==> config.mk <==
export PLATFORM = sky130hd
export DESIGN_NAME = memwb_stage
export DESIGN_NICKNAME = d
export VERILOG_FILES = /design/src/rtl/memwb_stage.sv
export SDC_FILE = /design/constraint.sdc
export NUM_CORES = 1
export LEC_CHECK = 0
export CAP_MARGIN = 30
export CORE_AREA = 3 3 128 130
export CTS_BUF_LIST = sky130_fd_sc_hd__clkbuf_8
export DETAILED_ROUTE_END_ITERATION = 7
export DIE_AREA = 0 0 131 133
export HOLD_SLACK_MARGIN = 0.05
export PLACE_DENSITY = 0.74
export SYNTH_ARGS = -nofsm -noshare
export SYNTH_HDL_FRONTEND = slang
export SYNTH_SLANG_ARGS = --single-unit
==> constraint.sdc <==
create_clock -name CLK -period 2.11 [get_ports CLK]
set_input_delay 0.422 -clock CLK [delete_from_list [all_inputs] [get_ports CLK]]
set_output_delay 0.422 -clock CLK [all_outputs]
set_load 0.005 [all_outputs]
==> src/rtl/memwb_stage.sv <==
// ============================================================================
// memwb_stage
// ----------------------------------------------------------------------------
// Memory stage plus the MEM/WB pipeline register of the 5-stage MIPS pipeline.
// Drives the data-cache load/store handshake from the EX/MEM latch outputs,
// stalls the pipeline until the cache answers with dhit, resolves the
// writeback value and registers it for the WB stage. Also owns the sticky
// halt flag and a saturating count of memory-stall cycles.
//
// Optional feature macro: MEMWB_LLSC_EN
//   defined   : LL/SC link register; a failed SC makes no store and writes 0.
//   undefined : no link register; LL is a plain load, SC always stores and
//               always writes 1.
//
// Ports
//   CLK, nRST              clock (rising edge), async active-low reset
//   valid_in               EX/MEM holds a real instruction (0 = bubble)
//   dREN_in, dWEN_in       load / store request (never both)
//   ll_in, sc_in           LL (with dREN_in) / SC (with dWEN_in)
//   dmemaddr_in            effective address (word aligned)
//   dmemstore_in           store data
//   port_o_in              ALU result
//   lui_word_in            LUI immediate word
//   npc_in                 PC+4
//   wdatsel_in             writeback select: 0 ALU, 1 load, 2 LUI, 3 NPC
//   wsel_in, WEN_in        destination register / register write enable
//   halt_in                HALT instruction
//   dmemREN, dmemWEN       data-cache request strobes (combinational)
//   dmemaddr, dmemstore    data-cache address / store data (combinational)
//   dhit, dmemload         cache completion / load data (same cycle)
//   mem_stall              freezes PC, IF/ID, ID/EX and EX/MEM
//   valid_out, WEN_out     registered writeback controls
//   wsel_out, wdat_out     registered destination / writeback data
//   halt_out               sticky halt, to the system
//   stall_cnt              saturating count of memory-stall cycles
// ============================================================================
module memwb_stage (
    input  logic        CLK,
    input  logic        nRST,
    input  logic        valid_in,
    input  logic        dREN_in,
    input  logic        dWEN_in,
    input  logic        ll_in,
    input  logic        sc_in,
    input  logic [31:0] dmemaddr_in,
    input  logic [31:0] dmemstore_in,
    input  logic [31:0] port_o_in,
    input  logic [31:0] lui_word_in,
    input  logic [31:0] npc_in,
    input  logic [1:0]  wdatsel_in,
    input  logic [4:0]  wsel_in,
    input  logic        WEN_in,
    input  logic        halt_in,
    output logic        dmemREN,
    output logic        dmemWEN,
    output logic [31:0] dmemaddr,
    output logic [31:0] dmemstore,
    input  logic        dhit,
    input  logic [31:0] dmemload,
    output logic        mem_stall,
    output logic        valid_out,
    output logic        WEN_out,
    output logic [4:0]  wsel_out,
    output logic [31:0] wdat_out,
    output logic        halt_out,
    output logic [15:0] stall_cnt
);

    typedef enum logic [1:0] {
        RUN    = 2'd0,
        WAIT   = 2'd1,
        HALTED = 2'd2
    } state_t;

    state_t      state_q, state_d;
    logic        valid_q, valid_d;
    logic        wen_q, wen_d;
    logic [4:0]  wsel_q, wsel_d;
    logic [31:0] wdat_q, wdat_d;
    logic        halt_q, halt_d;
    logic [15:0] cnt_q, cnt_d;

    logic        active_s;
    logic        mem_op_s;
    logic        sc_s;
    logic        sc_fail_s;
    logic        ren_s;
    logic        wen_req_s;
    logic        stall_s;
    logic        complete_s;
    logic [31:0] sel_dat_s;

`ifdef MEMWB_LLSC_EN
    logic        link_valid_q, link_valid_d;
    logic [31:0] link_addr_q, link_addr_d;

    // An SC fails unless the link is valid and points at the same word.
    always_comb begin
        sc_fail_s = sc_s & ~(link_valid_q & (link_addr_q == dmemaddr_in));
    end
`else
    // Without the link register LL is an ordinary load and SC never fails.
    logic unused_ll_s;
    assign unused_ll_s = ll_in;

    // SC failure is impossible in this build.
    always_comb begin
        sc_fail_s = 1'b0;
    end
`endif

    // Request path: combinational from the EX/MEM inputs; reset and the
    // halted state both drop the request immediately.
    always_comb begin
        active_s   = nRST & (state_q != HALTED);
        mem_op_s   = active_s & valid_in & (dREN_in | dWEN_in);
        sc_s       = sc_in & dWEN_in;
        ren_s      = mem_op_s & dREN_in;
        wen_req_s  = mem_op_s & dWEN_in & ~sc_fail_s;
        stall_s    = (ren_s | wen_req_s) & ~dhit;
        // A failed SC issues no request, so it completes without dhit.
        complete_s = active_s & valid_in & (~mem_op_s | dhit | sc_fail_s);
        dmemREN    = ren_s;
        dmemWEN    = wen_req_s;
        dmemaddr   = dmemaddr_in;
        dmemstore  = dmemstore_in;
        mem_stall  = stall_s;
    end

    // Writeback data select; SC replaces the value with its success flag.
    always_comb begin
        sel_dat_s = port_o_in;
        case (wdatsel_in)
            2'd0:    sel_dat_s = port_o_in;
            2'd1:    sel_dat_s = dmemload;
            2'd2:    sel_dat_s = lui_word_in;
            2'd3:    sel_dat_s = npc_in;
            default: sel_dat_s = port_o_in;
        endcase
        if (sc_s) begin
            sel_dat_s = sc_fail_s ? 32'd0 : 32'd1;
        end else begin
            sel_dat_s = sel_dat_s;
        end
    end

    // Next-state and MEM/WB register next values.
    always_comb begin
        state_d = state_q;
        valid_d = complete_s;
        wen_d   = complete_s & WEN_in;
        wsel_d  = wsel_q;
        wdat_d  = wdat_q;
        halt_d  = halt_q | (complete_s & halt_in);
        cnt_d   = cnt_q;

        if (complete_s) begin
            wsel_d = wsel_in;
            wdat_d = sel_dat_s;
        end else begin
            wsel_d = wsel_q;
            wdat_d = wdat_q;
        end

        if (stall_s && (cnt_q != 16'hFFFF)) begin
            cnt_d = cnt_q + 16'd1;
        end else begin
            cnt_d = cnt_q;
        end

        case (state_q)
            RUN, WAIT: begin
                if (complete_s && halt_in) begin
                    state_d = HALTED;
                end else if (stall_s) begin
                    state_d = WAIT;
                end else begin
                    state_d = RUN;
                end
            end
            HALTED:  state_d = HALTED;
            default: state_d = RUN;
        endcase
    end

`ifdef MEMWB_LLSC_EN
    // Link register update: LL sets it, any SC clears it, and a completed
    // store to the linked word clears it.
    always_comb begin
        link_valid_d = link_valid_q;
        link_addr_d  = link_addr_q;
        if (complete_s && ll_in && dREN_in) begin
            link_valid_d = 1'b1;
            link_addr_d  = dmemaddr_in;
        end else if (complete_s && sc_s) begin
            link_valid_d = 1'b0;
        end else if (complete_s && dWEN_in && (dmemaddr_in == link_addr_q)) begin
            link_valid_d = 1'b0;
        end else begin
            link_valid_d = link_valid_q;
        end
    end

    // Link register flops.
    always_ff @(posedge CLK or negedge nRST) begin
        if (!nRST) begin
            link_valid_q <= 1'b0;
            link_addr_q  <= 32'd0;
        end else begin
            link_valid_q <= link_valid_d;
            link_addr_q  <= link_addr_d;
        end
    end
`endif

    // State, MEM/WB register, halt flag and stall counter flops.
    always_ff @(posedge CLK or negedge nRST) begin
        if (!nRST) begin
            state_q <= RUN;
            valid_q <= 1'b0;
            wen_q   <= 1'b0;
            wsel_q  <= 5'd0;
            wdat_q  <= 32'd0;
            halt_q  <= 1'b0;
            cnt_q   <= 16'd0;
        end else begin
            state_q <= state_d;
            valid_q <= valid_d;
            wen_q   <= wen_d;
            wsel_q  <= wsel_d;
            wdat_q  <= wdat_d;
            halt_q  <= halt_d;
            cnt_q   <= cnt_d;
        end
    end

    assign valid_out = valid_q;
    assign WEN_out   = wen_q;
    assign wsel_out  = wsel_q;
    assign wdat_out  = wdat_q;
    assign halt_out  = halt_q;
    assign stall_cnt = cnt_q;

endmodule

Yosys cells after proc, flatten, opt, wreduce, memory -nomap -nowiden
Cells that the tools add are included.

Word-level logic and storage cells: 41. Bits in registers: 58. Input port bits: 209. Output and inout bits: 123.

Reductions and logical operators: 5. Muxes and demuxes: 5. Equal/unequal tests: 7. Add/subtract/negate cells: 1. Bitwise logic cells: 16.

Operator list (count): one-hot mux 32 bit (4 select lines) (1); 2-to-1 mux 32 bit (1); adder 16 x 1 -> 16 bit (second input constant) (1); != test 16 bit (second input constant) (1); AND 1 bit (10); equality test 2 bit (second input constant) (3); equality test 2 x 1 -> 1 bit (second input constant) (2); logical NOT 2 bit (2); OR 1 bit (4); one-hot mux 2 bit (2 select lines) (1); logical AND 1 bit (2); 2-to-1 mux 2 bit (1); != test 2 bit (second input constant) (1); NOT 1 bit (2); OR reduction 2 bit (1); 2-to-1 mux 1 bit (1).

Logic depth before layout (Yosys ltp)
Gate-level depths: netlist (run 1).

Depth in word-level cells: 10. Gate-level depth with buffers: 6. Depth with buffers taken out: 5.

Least setup slack after synthesis (run 1)
Ideal clock, no wire load.

Path kind: in2reg. Start: in wdatsel_in[0]. End: reg wdat_q[10], in the netlist wdat_out[10]. Setup time: 121 ps. Setup slack: 512 ps. Data arrival time: 1477 ps. Required time: 1989 ps. Path buffers: 2. Cell stages on the path: 4. Cell sequence: buf_2 buf_4 mux4_2 a22o_1.

Word-level cells in the longest chain between the ends: 3. Elaborated cells on any way between the ends: 6. Those cells by class: eq/ne (3); mux (2); reduce/logical (1).

RTL lines: start: declaration (RTL line 50) `input logic [1:0] wdatsel_in,`; equality test 2 bit (tied with other cells) (RTL line 133) `case (wdatsel_in)`; one-hot mux 32 bit (4 select lines) * (RTL line 133); 2-to-1 mux 32 bit * (RTL line 140) `if (sc_s) begin`; end signal: assignment (RTL line 231) `wdat_q <= wdat_d;`; end: declaration (RTL line 79) `logic [31:0] wdat_q, wdat_d;`.

Mark *: on every way between the ends. The rest lies on a longest branch, timed or not. A chain may end at the register's enable or synchronous reset.

Final worst setup path (run 1)
Start: in valid_in. End: out dmemWEN.

Word-level cells in the longest chain between the ends: 3.

RTL lines: start: declaration (RTL line 40) `input logic valid_in,`; AND 1 bit (2 in a row) (RTL line 116) `mem_op_s = active_s & valid_in & (dREN_in | dWEN_in);`; AND 1 bit (RTL line 119) `wen_req_s = mem_op_s & dWEN_in & ~sc_fail_s;`; end: declaration (RTL line 55) `output logic dmemWEN,`.

Every way passes these cells.

==> impl_metrics.py, run 1 <==
metrics = {
    "layout": {
        "fin_nets": 643,
        "final-seq-area_um2": 1451,
        "final_cell_count_no_fill": 649,
        "syn_to_final_growth_pct": 58.58,
        "fin_util_pct": 37.52,
        "multi_input_area_um2": 1608,
        "drive_gt1_share_pct": 18.95,
        "fill_cells": 1515,
        "diodes": 0,
    },
    "setup_path": {
        "required_ns": 1.69,
        "reg2reg_from": "stall_cnt[3]",
        "crit_type": "in2out",
        "cp_cell_sequence": "clkdlybuf4s50_1 -> and2_4 -> and3_1 -> dlygate4sd2_1",
        "r2r_slack_ns": 0.50,
        "cp_max_fo": 4,
        "cp_slowest_cell": "clkdlybuf4s50_1",
        "crit_arrival_ns": 1.55,
        "reg2reg_to": "stall_cnt[14]",
        "reg2regPathDepth": 4,
        "end_kind": "output port",
        "path_buf_inv": 2,
        "cp-start-kind": "primary input",
        "slowest_delay_ns": 0.49,
        "critical-path-top-delay-family": "buffers and inverters",
    },
    "place": {
        "place_inst": 632,
        "pre_cts_ws_ns": -0.1789,
        "routabilityCongestion": 0.7809,
        "numPortBuffers": 202,
        "dp_hpwl_mm": 10.02,
    },
    "route": {
        "wl_per_cell_um": 18.74,
        "detail-route-antenna-nets": 0,
        "firstDrtPassIters": 4,
        "drt_wl_total_mm": 12.16,
        "viasPerCell": 4.487,
        "num_vias": 2912,
        "drcViolationCount": 0,
        "drt_iter0_markers": 93,
    },
    "worst_hold_path": {
        "hp-class": "in2async",
    },
    "power": {
        "p_int_mw": 2.142,
        "p_clk_share_pct": 42.1,
        "power_density_nw_per_um2": 476.5,
        "p_leak_nw": 2.423,
        "power.switching_uw": 585.9,
        "switching_share_pct": 21.48,
        "p_comb_share_pct": 17.1,
        "seqPwrFrac_pct": 40.8,
        "peakVddDrop_mv": 0.2333,
    },
    "logic_synthesis": {
        "async_reset_ff_share_pct": 100.0,
        "mappedNetlistArea_um2": 3610,
        "synth_edf_count": 0,
        "syn_inst": 284,
        "yosysSeqAreaShare_pct": 40.21,
        "synth_nets": 494,
        "synth-seq-cells": 58,
        "synth.distinct_cells": 34,
        "synth_top_flop_cell": "dfrtp_1",
        "synth_warnings": 0,
        "syn_avg_cell_area_um2": 12.71,
    },
    "floorplan": {
        "placementRows": 45,
        "dieWidth_um": 131,
        "initial_core_util_pct": 23.66,
        "ios": 332,
        "die_h_um": 133,
        "die_area_um2": 17420,
        "coreArea_um2": 15260,
    },
    "sta": {
        "drv_slew": 0,
        "setup_ws_ns": 0.1412,
        "worstMarginPinSlew_ns": 0.7461,
        "period_minus_slack_ns": 1.969,
        "fmax_mhz": 507.9,
        "finalSetupViolations": 0,
        "hold_viol_final": 0,
        "relSlewSlack_pct": 50.26,
        "skew_ns": 0.006213,
        "rsz0062_at_grt": "false",
        "min_period_over_period_pct": 93.31,
    },
    "cts": {
        "cts.clk_slew.worst_paths_ns": 0.07,
        "cts.sinks": 58,
        "numCtsBuffers": 9,
        "hold_buffers": 0,
        "htree_levels": 3,
        "cts_tree": "yes",
        "clockBufferDepth": 2,
        "clkLatencyLatePin_ns": 0.35,
        "root_buffer": "clkbuf_8",
    },
    "grt": {
        "grt_pass1_wl_mm": 18.29,
        "grt_pass1_vias": 3208,
        "antenna_found_initial": 1,
        "grt_overflow_total": 0,
        "grt.total_usage_pct": 14.10,
        "grt_max_degree": 59,
    },
    "status": {
        "outcome": "finished, final reports clean",
    },
    "flow_run": {
        "cap_violations": 0,
    },
}
## through the flow
stage	total power, mW	instance area, um^2	hold WS (ns)	TNS (ns)
2_1_floorplan	1.374	3610	0.1264	0
3_3_place_gp	1.595	5487	0.4489	-0.4618
3_5_place_dp	1.603	5487	0.4486	-0.4813
4_1_cts	2.782	5724	0.3337	0
5_1_grt	2.867	5724	0.3777	0
6_report	2.728	5724	0.3340	0
## synth_stat cells (2+ instances only)
| cell | count | area, um^2 |
|---|---|---|
| a22o_1 | 31 | 271.5 |
| xor2_1 | 14 | 122.6 |
| nor3_1 | 5 | 25.02 |
| inv_1 | 2 | 7.510 |
| nand2b_1 | 3 | 18.77 |
| nor4b_2 | 4 | 60.06 |
| nor2_1 | 4 | 15.01 |
| nand4_1 | 4 | 25.02 |
| nor4_2 | 3 | 37.54 |
| dfrtp_1 | 58 | 1451 |
| nand3_1 | 2 | 10.01 |
| buf_2 | 8 | 40.04 |
| and3_1 | 4 | 25.02 |
| nand2_1 | 21 | 78.83 |
| nand4_2 | 2 | 25.02 |
| clkbuf_1 | 2 | 7.510 |
| buf_4 | 68 | 510.5 |
| mux4_2 | 32 | 720.7 |
| mux2_2 | 2 | 22.52 |
## flip-flops by register name (all words and copies together), names as in the netlist
signal	count
wdat_out	32
valid_out	1
WEN_out	1
state_q	2
stall_cnt	16
halt_out	1
wsel_out	5
## metal layers
layer / track usage [%] / vias up / share of wire (%)
li1: - / 1293 / -
met1: 15.41 / 1435 / 37
met2: 24.27 / 142 / 53
met3: 5.612 / 40 / 7.6
met4: 5.314 / 2 / 2.6
met5: 0 / - / 0.058
## cells by family after synthesis
family	count (synthesis)	share of synthesized area, %
flip-flops	58	40.21
AO/OA/AOI/OAI	36	8.561
multiplexers	34	20.59
adder cells (fa/ha/maj)	1	0.3466
buffers and inverters	82	15.88
AND/OR/NAND/NOR	59	11.02
XOR/XNOR	14	3.397
## layout by cell type (no fill, tap or decap), drive strengths merged, types with 5 or more instances in the layout
cell	count
buf	17
nand4	6
dfrtp	58
nand2	21
a22o	31
xor2	14
nor3	5
clkbuf	10
mux4	32
clkdlybuf4s50	197
## power by group through the flow
| stage | Sequential [mW] | Clock (mW) | Combinational [mW] |
|---|---|---|---|
| 6_report | 1.11 | 1.15 | 0.467 |
| 3_5_place_dp | 1.13 | 0 | 0.470 |
| 5_1_grt | 1.11 | 1.26 | 0.498 |
| 2_1_floorplan | 1.13 | 0 | 0.241 |
| 3_3_place_gp | 1.13 | 0 | 0.462 |
| 4_1_cts | 1.11 | 1.19 | 0.476 |
## final cells by class
type	instances	area share, %
flip-flops and latches	58	25.36
inverters	3	0.1967
repair buffers	217	37.92
clock inverters	6	1.421
well taps	211	4.612
multi-input cells	144	28.09
clock buffers	10	2.404
## worst max path at each step
stage | from | endpoint | slack (ns) | cells past startpoint
after floorplan | wdatsel_in[0] | wdat_out[10] | 0.51 | 4
after global placement | valid_in | dmemWEN | -0.18 | 4
after detailed placement | valid_in | dmemREN | -0.18 | 4
after CTS | valid_in | dmemWEN | 0.13 | 4
after global routing | valid_in | dmemWEN | 0.09 | 4
final | valid_in | dmemWEN | 0.14 | 4
## what timing repair did
item,in CTS,in global routing
setup endpoints to repair,3,0
gates resized for setup,7,0
setup buffers,1,0
No activity file was read; power rests on OpenSTA's default activity.
==> inputs of run 2 (changes only) <==
==> constraint.sdc (replaced) <==
create_clock -name CLK -period 2.3 [get_ports CLK]
set_input_delay 0.46 -clock CLK [delete_from_list [all_inputs] [get_ports CLK]]
set_output_delay 0.46 -clock CLK [all_outputs]
set_load 0.005 [all_outputs]
==> run 2 against run 1 <==
Compared with the run above:
- largest power group unchanged
- final cell count down 0.15%
- clock skew up 0.0040 ns
- sequential share of layout area about the same
- die area unchanged
- via count down 0.55%
- critical endpoint is now dmemREN
- flip-flop and latch count unchanged
- sequential power down 8%
==> impl_metrics.py, run 2 (synthesis results as in run 1) <==
metrics = {
    "status": {
        "outcome": "finished, final reports clean",
    },
    "setup_path": {
        "crit_arrival_ns": 1.68,
        "required_ns": 1.84,
        "r2r_slack_ns": 0.62,
        "reg2regPathDepth": 5,
        "slowest_delay_ns": 0.50,
        "end_kind": "output port",
        "reg2reg_to": "stall_cnt[1]",
        "cp_cell_sequence": "nand2b_2 -> and3_4 -> clkdlybuf4s50_1",
        "crit_type": "reg2out",
        "cp_max_fo": 6,
        "cp-start-kind": "flop",
        "cp_slowest_cell": "clkdlybuf4s50_1",
        "reg2reg_from": "stall_cnt[8]",
    },
    "sta": {
        "worstMarginPinSlew_ns": 0.7660,
        "fmax_mhz": 467.7,
        "skew_ns": 0.01023,
        "relSlewSlack_pct": 48.93,
        "drv_slew": 0,
        "period_minus_slack_ns": 2.138,
        "rsz0062_at_grt": "false",
        "setup_ws_ns": 0.1617,
        "min_period_over_period_pct": 92.97,
        "hold_viol_final": 0,
        "finalSetupViolations": 0,
    },
    "layout": {
        "fill_cells": 1520,
        "postLayoutCellArea_um2": 5713,
        "diodes": 0,
        "fin_nets": 642,
        "drive_gt1_share_pct": 18.76,
        "fin_util_pct": 37.44,
        "layout_common_cells": "clkdlybuf4s50_1 (195), dfrtp_1 (58), mux4_2 (32), a22o_1 (31), nand2_1 (21)",
        "largest_reg_flops": 32,
        "syn_to_final_growth_pct": 58.27,
        "final_common_cell": "clkdlybuf4s50_1",
    },
    "route": {
        "viasPerCell": 4.469,
        "drt-met1-wl_mm": 4.326,
        "num_vias": 2896,
        "met2WireLength_mm": 6.515,
        "drt_wl_total_mm": 12.19,
        "firstDrtPassIters": 4,
        "highest_layer": "met5",
        "wl_met3_um": 959,
        "drcViolationCount": 0,
        "wl_per_cell_um": 18.81,
        "detail-route-antenna-nets": 0,
        "drt_iter0_markers": 80,
    },
    "cts": {
        "root_buffer": "clkbuf_8",
        "clockBufferDepth": 2,
        "post_cts_buffers": 0,
        "htree_levels": 3,
        "cts.clk_slew.worst_paths_ns": 0.07,
        "clkLatencyLatePin_ns": 0.35,
        "numCtsBuffers": 9,
        "cts_tree": "yes",
        "cts.sinks": 58,
    },
    "flow_run": {
        "cap_violations": 0,
    },
    "floorplan": {
        "placementRows": 45,
        "die_area_um2": 17420,
        "initial_core_util_pct": 23.66,
        "dieWidth_um": 131,
        "coreArea_um2": 15260,
        "ios": 332,
        "die_h_um": 133,
    },
    "grt": {
        "grt_pass1_wl_mm": 18.34,
        "grt_max_degree": 59,
        "antenna_found_initial": 1,
        "grt_pass1_vias": 3225,
        "grt_overflow_total": 0,
        "grt.total_usage_pct": 14.15,
    },
    "place": {
        "pre_cts_ws_ns": -0.07748,
        "dpl-instance-area_um2": 5474,
        "numPortBuffers": 202,
        "routabilityCongestion": 0.8007,
        "dp_hpwl_mm": 10.08,
    },
    "power": {
        "p_total_mw": 2.498,
        "p_leak_nw": 2.440,
        "peakVddDrop_mv": 0.2086,
        "power_density_nw_per_um2": 437.2,
    },
    "worst_hold_path": {
        "hp-class": "in2async",
    },
}
-- run 2: changes by cell type in the layout (fill, tap and decap cells not counted) --
cell and delta:
buf_12 -1, dlymetal6s2s_1 +3, clkdlybuf4s50_1 -2, dlygate4sd2_1 -1
-- run 2: worst max-delay path by stage --
stage	start	end	slack, ns	cells after the start
after floorplan	wdatsel_in[0]	wdat_out[10]	0.66	4
after global placement	valid_in	dmemWEN	-0.07	4
after detailed placement	valid_in	dmemREN	-0.08	4
after CTS	dWEN_in	mem_stall	0.02	5
after global routing	state_q[1]	dmemREN	0.09	3
final	state_q[1]	dmemREN	0.16	3
-- run 2: what timing repair did --
action / 4_1_cts / 5_1_grt
endpoints found under the setup margin: 3 / 1
hold buffers: 0 / 0
gates resized for setup: 6 / 3
pin swaps: 1 / 0
-- run 2: routing by layer --
metal  vias to the layer above  GRT usage, %
met5                         -             0
li1                       1295             -
met1                      1407         15.41
met4                         2         6.057
met3                        47         4.966
met2                       145         24.52
-- run 2: power breakdown --
part / internal, mW / switching [mW]
Combinational: 0.312 / 0.115
Clock: 0.631 / 0.420
Sequential: 1.02 / 0
-- run 2: final cells by class --
type / instances / area [um^2] / area share (%)
timing repair buffer: 216 / 2160 / 37.80
multi-input combinational: 144 / 1608 / 28.14
sequential: 58 / 1451 / 25.41
tap: 211 / 264.0 / 4.621
clock buffer: 10 / 137.6 / 2.409
clock inverter: 6 / 81.33 / 1.424
inverter: 3 / 11.26 / 0.1971
-- run 2: critical path, delay by kind of cell (launching register included) --
kind,cells,cell delay (ns)
flops,1,0.41
buf+inv,1,0.50
simple gates,2,0.41
-- run 2: through the flow --
| stage | TNS [ns] | hold slack, ns | instances |
|---|---|---|---|
| after floorplan | 0 | 0.1644 | 284 |
| after global placement | -0.1360 | 0.4521 | 632 |
| after detailed placement | -0.1608 | 0.4542 | 632 |
| after CTS | 0 | 0.3693 | 648 |
| after global routing | 0 | 0.4210 | 648 |
| final | 0 | 0.3449 | 648 |
